<file path="src/rtl/alu_pkg.sv">
// alu_pkg: shared state encoding, opcode/fcode values and flag bit positions for the ALU issue front-end
package alu_pkg;
  typedef enum logic [1:0] {IDLE = 2'd0, DRIVE = 2'd1, RESP = 2'd2} state_t;
  localparam logic [2:0] OPC_REG    = 3'd0;
  localparam logic [2:0] OPC_IMM    = 3'd1;
  localparam logic [3:0] FCODE_ADD  = 4'h0;
  localparam logic [3:0] FCODE_FCLR = 4'hF;
  localparam int FLAG_C = 3;
  localparam int FLAG_Z = 2;
  localparam int FLAG_S = 1;
  localparam int FLAG_O = 0;
endpackage

</file>
<file path="src/rtl/alu_issue_ctrl.sv">
// alu_issue_ctrl: registers one decoded op into the ALU, captures its result and flags, hands it to writeback
// Optional feature: define STICKY_OVF_EN to make the overflow flag sticky until a flag-clear op.
module alu_issue_ctrl
  import alu_pkg::*;
#(
  parameter int         DATA_W  = 32,
  parameter int         IMM_W   = 16,
  parameter logic [2:0] IMM_OPC = OPC_IMM
) (
  input  logic              clk,
  input  logic              rst,
  input  logic              flush,
  input  logic              req_valid,
  output logic              req_ready,
  input  logic [2:0]        req_opcode,
  input  logic [3:0]        req_fcode,
  input  logic [DATA_W-1:0] req_rs,
  input  logic [DATA_W-1:0] req_rt,
  input  logic [IMM_W-1:0]  req_imm,
  output logic [DATA_W-1:0] alu_inp1,
  output logic [DATA_W-1:0] alu_inp2,
  output logic [2:0]        alu_opcode,
  output logic [3:0]        alu_fcode,
  input  logic [DATA_W-1:0] alu_out,
  input  logic [DATA_W-1:0] alu_ext_out,
  input  logic              alu_c,
  input  logic              alu_z,
  input  logic              alu_s,
  input  logic              alu_o,
  output logic              res_valid,
  input  logic              res_ready,
  output logic [DATA_W-1:0] res_data,
  output logic [DATA_W-1:0] res_ext,
  output logic [3:0]        flags
);
  state_t            state_q, state_d;
  logic [DATA_W-1:0] inp1_q, inp2_q, data_q, ext_q;
  logic [2:0]        opc_q;
  logic [3:0]        fc_q, flags_q, flags_d;
  logic              accept, capture, upd_flags, ovf;

  always_ff @(posedge clk or posedge rst)
    if (rst) state_q <= IDLE;
    else     state_q <= state_d;

  always_comb begin
    state_d = flush               ? IDLE :
              (state_q == IDLE)   ? (req_valid ? DRIVE : IDLE) :
              (state_q == DRIVE)  ? RESP :
              res_ready           ? IDLE : RESP;
  end

  always_comb begin
    req_ready = (state_q == IDLE);
    res_valid = (state_q == RESP);
  end

  assign accept    = (state_q == IDLE) && req_valid && !flush;
  assign capture   = (state_q == DRIVE) && !flush;
  assign upd_flags = capture && (opc_q == OPC_REG || opc_q == IMM_OPC);

`ifdef STICKY_OVF_EN
  // The flag-clear op is the only way, short of reset, to drop a latched overflow.
  assign ovf = (opc_q == OPC_REG && fc_q == FCODE_FCLR) ? 1'b0 : (flags_q[FLAG_O] | alu_o);
`else
  assign ovf = alu_o;
`endif

  always_comb begin
    flags_d         = flags_q;
    flags_d[FLAG_C] = alu_c;
    flags_d[FLAG_Z] = alu_z;
    flags_d[FLAG_S] = alu_s;
    flags_d[FLAG_O] = ovf;
  end

  always_ff @(posedge clk or posedge rst)
    if (rst) begin
      opc_q   <= '0;
      fc_q    <= '0;
      inp1_q  <= '0;
      inp2_q  <= '0;
      data_q  <= '0;
      ext_q   <= '0;
      flags_q <= '0;
    end else begin
      if (accept) begin
        opc_q  <= req_opcode;
        fc_q   <= req_fcode;
        inp1_q <= req_rs;
        inp2_q <= (req_opcode == IMM_OPC) ? {{(DATA_W-IMM_W){req_imm[IMM_W-1]}}, req_imm} : req_rt;
      end
      if (capture) begin
        data_q <= alu_out;
        ext_q  <= alu_ext_out;
      end
      if (upd_flags) flags_q <= flags_d;
    end

  assign alu_inp1   = inp1_q;
  assign alu_inp2   = inp2_q;
  assign alu_opcode = opc_q;
  assign alu_fcode  = fc_q;
  assign res_data   = data_q;
  assign res_ext    = ext_q;
  assign flags      = flags_q;
endmodule
</file>
<file path="config.mk">
export PLATFORM = sky130hd
export DESIGN_NAME = alu_issue_ctrl
export DESIGN_NICKNAME = d
export VERILOG_FILES = /design/src/rtl/alu_pkg.sv /design/src/rtl/alu_issue_ctrl.sv
export SDC_FILE = /design/constraint.sdc
export NUM_CORES = 1
export LEC_CHECK = 0
export CAP_MARGIN = 10
export CORE_ASPECT_RATIO = 1.2
export CORE_MARGIN = 5
export CORE_UTILIZATION = 35
export DETAILED_ROUTE_END_ITERATION = 10
export GPL_TIMING_DRIVEN = 1
export PLACE_DENSITY = 0.77
export SKIP_CTS_REPAIR_TIMING = 1
export SYNTH_ARGS = -nofsm -noshare
export SYNTH_HDL_FRONTEND = slang
export SYNTH_SLANG_ARGS = --single-unit
</file>
<file path="constraint.sdc">
create_clock -name clk -period 3.9 [get_ports clk]
set_input_delay 0.39 -clock clk [delete_from_list [all_inputs] [get_ports clk]]
set_output_delay 0.39 -clock clk [all_outputs]
set_load 0.05 [all_outputs]
</file>
# [After elaboration in Yosys (flattened, before gate mapping)]
# Index checks and enable logic that the tools add are counted.
[word_totals] reg_bits=141 latch_bits=0 ramBits=0 romBits=0 output_inout_bits=141 elab_cells=26 n_memories=0
[classes] n_addsub=0 multipliers=0 n_div=0 order_cmp=0 n_eq_ne=4 shift=0 mux=6 bitwise_logic=0 reduce_logical=8
[ops] cell="2-to-1 mux 32 bit" n=1
[ops] cell="2-to-1 mux 2 bit" n=4
[ops] cell="== test 3 x 1 -> 1 bit, second input constant" n=2
[ops] cell="logical AND 1 bit" n=4
[ops] cell="zero test 3 bit" n=1
[ops] cell="== test 2 x 1 -> 1 bit, second input constant" n=1
[ops] cell="== test 2 bit, second input constant" n=1
[ops] cell="zero test 2 bit" n=1
[ops] cell="zero test 1 bit" n=1
[ops] cell="logical OR 1 bit" n=1
[ops] cell="2-to-1 mux 1 bit" n=1

# [Depth between registers and ports, before layout]
[depth] word_depth=4 depth_mapped=5 ltp_nobuf=3

# [Least setup slack after synthesis]
# OpenSTA, ideal clock, no wires.
[synth_path] path_kind="register to output" start="reg state_q[1]" end="out res_valid" arrival_time_ps=1152 t_required_ps=3510 slack_ps=2358 stages_incl_launch_ff=2 cell_sequence="dfrtp_1 nor2b_1"
[synth_between] elab_chain_cells=1
[synth_rtl] element="from (decl)" line_no="alu_issue_ctrl.sv:36" text="state_t state_q, state_d;"
[synth_rtl] element="from (signal assigned)" line_no="alu_issue_ctrl.sv:44" text="else state_q <= state_d;"
[synth_rtl] element="== test 2 bit" line_no="alu_issue_ctrl.sv:55" text="res_valid = (state_q == RESP);"
[synth_rtl] element="to (decl)" line_no="alu_issue_ctrl.sv:30" text="output logic res_valid,"
# No other way between the ends.

# [Worst setup path in the final report]
# Same ends and word-level chain as after synthesis.

==> reports/metrics.csv <==
metric,value,unit
R2R depth,4,
crit end category,primary output,
clk slew on worst S/H paths,0.05,ns
mapped cell area,5430,um^2
final slew viol count,0,
clk_lat worst skew,0.42,ns
max-cap viol count,0,
CP Data Arrival Time,1.88,ns
Max stage delay on crit path,0.84,ns
Max VDD drop,0.293,mV
core area,15100,um^2
Overflow after GRT,0,
setup_tns,0,ns
fill count,1224,
Post-DP HPWL,12900,um
crit path to,res_valid,
TritonCTS clock tree,built,
DRT iter0 DRCs,130,
"critical path, cell by cell","nor2b_1, clkdlybuf4s50_1",
Syn Area/Cell,13.8,um^2
Worst EP required,3.51,ns
clock share of power,0.266,
Rows,49,
I/O Buffers,300,
Slowest cell on crit path,clkdlybuf4s50_1,
syn nets,552,
first-pass GRT wire length,25300,um
DRT Pass-1 Iters,4,
Net Sw Frac,0.393,
share of cells above drive strength 1,0.210,
synth cell count leaders,"dfrtp_1 (141), mux2_2 (107), nand2_1 (48)",
"Hold Vio Cnt, Final",0,
Yosys cell types,17,
combinational power share,0.425,
Initial Util,0.358,
Int Power,4.02,mW
top_reg_cell synth,dfrtp_1,
CTS Buffer Depth,2,
# IOs,301,
pwr dens,711,nW/um^2
CP Launch Type,flip-flop,
"EDFF count, synth",0,
Gate Count Post-Synth,392,
clk root buf,clkbuf_16,
clk sinks,141,
worst setup path start,state_q[1],
sequential area share after synthesis,0.650,
vias post-DR,4268,
Routability Congestion,0.757,
vias in the first global route,4777,
f_max,440,MHz
"count leader, synth",dfrtp_1,
DIE AREA,18100,um^2
WL final,16600,um
register bit total from synthesis,141,
Synth-to-Final Area Change,71.3,%
n_diodes,0,
status,"complete, no violations",
Die Width,124,um
fin nets,855,
WL/cell,18.2,um
final setup violation count,0,
kind of critical path,flip-flop to primary output,
remaining antenna violation count,0,
async set-reset flop share out of synthesis,1.00,
Switching Power,2.60,mW
GRT Util Overall,0.184,
pin count of the biggest net entering global routing,82,
R2R Setup Slk,1.92,ns
hold crit path type,input pin to async pin,
fin crit share,0.582,
initial antenna violation count,0,
Critical R2R Launch,state_q[0],
Final Skew,0.00913,ns
Die H,146,um
Yosys top cell area share,0.650,
min Tclk post-route,2.27,ns
top post-synthesis cells by area,"dfrtp_1 (65%), mux2_2 (22%), nand2_1 (3.3%)",
Ys Warns,0,
Reg power frac,0.308,
H-tree lvl count,4,
DRC viols,0,
CTS Buf Count,17,
max_slew headroom,0.465,
vias per cell,4.68,
worst reg2reg endpoint,alu_inp2[24],
RSZ-0062 raised after global routing,no,
hold slack,0.476,ns
leading area contributor after synthesis,dfrtp_1,
worst-path fanout max,5,
Leak Pwr,3.85,nW
Slew @ Worst Pin,0.801,ns
==> registers in the layout (all words and copies together) (netlist names) <==
name / cells
alu_inp1: 32
alu_inp2: 32
res_data: 32
res_ext: 32
alu_fcode: 4
flags: 4
alu_opcode: 3
state_q: 2
==> cell usage in the layout, fill, tap and decap left out <==
cell,netlist,final
clkdlybuf4s50_1,0,300
dfrtp_1,141,141
mux2_2,107,107
nand2_1,48,48
nor2_1,34,34
a21oi_1,17,17
clkbuf_16,0,17
a31oi_1,15,15
bufinv_16,0,5
inv_6,0,4
clkinv_2,0,3
buf_12,0,3
buf_4,6,3
nor3b_2,1,2
clkbuf_1,5,2
nor4b_4,1,1
or3b_2,1,1
a21boi_4,1,1
nor2b_1,1,1
a211oi_1,1,1
clkinvlp_4,0,1
clkinv_4,0,1
==> how the worst min path moves through the flow <==
stage	from	endpoint	slack, ns
after floorplan	flush	state_q[1]	0.46
after global placement	res_ext[2]	res_ext[2]	0.49
after detailed placement	flags[1]	flags[1]	0.49
after CTS	rst	alu_inp1[13]	0.49
after global routing	req_rt[28]	alu_inp2[28]	0.52
final	rst	res_data[23]	0.48
==> logic make-up (layout without fill, tap and decap cells) <==
| logic type | count (synthesis) | after routing | synth area share |
|---|---|---|---|
| simple gates | 87 | 87 | 0.0675 |
| compound gates | 34 | 34 | 0.0378 |
| buf+inv | 23 | 339 | 0.0226 |
| flops | 141 | 141 | 0.650 |
| mux | 107 | 107 | 0.222 |
==> power by group through the flow <==
stage / Clock (mW) / Sequential (mW) / Combinational, mW
final: 1.76 / 2.04 / 2.81
after CTS: 1.80 / 2.05 / 2.84
after floorplan: 0 / 3.37 / 0.419
after detailed placement: 0 / 2.07 / 2.84
after global routing: 1.87 / 2.09 / 2.92
after global placement: 0 / 2.04 / 2.80
==> critical path: cells and delay by family, from the launching register on <==
kind / cells / cell delay [ns]
buffers and inverters: 1 / 0.84
DFF: 1 / 0.46
and+or+nand+nor: 1 / 0.17
==> final cells by class <==
type                            count  area [um^2]  area share
Multi-Input combinational cell    228         1780       0.192
Timing Repair Buffer              306         3090       0.332
Tap cell                          204          255      0.0274
Sequential cell                   141         3530       0.379
Inverter                            1         7.51    0.000807
Clock buffer                       19          433      0.0465
Clock inverter                     13          209      0.0225
==> metal layers <==
layer,vias to the layer above,wire length (um),track usage
li1,1955,-,-
met1,2049,5620,0.184
met2,223,8670,0.324
met3,41,1620,0.0739
met4,0,664,0.0886
met5,-,0,0
==> metrics by stage <==
stage | instance area (um^2) | std cells | utilization | power (mW) | worst slack, ns
after floorplan | 5430 | 392 | - | 3.79 | 1.75
after detailed placement | 8660 | 880 | 0.572 | 4.91 | 1.45
after global placement | 8660 | 880 | 0.572 | 4.84 | 1.53
after global routing | 9300 | 912 | 0.614 | 6.88 | 1.55
after CTS | 9300 | 912 | 0.614 | 6.69 | 1.59
final | 9300 | 912 | 0.614 | 6.61 | 1.63
(Power assumes the default switching activity.)
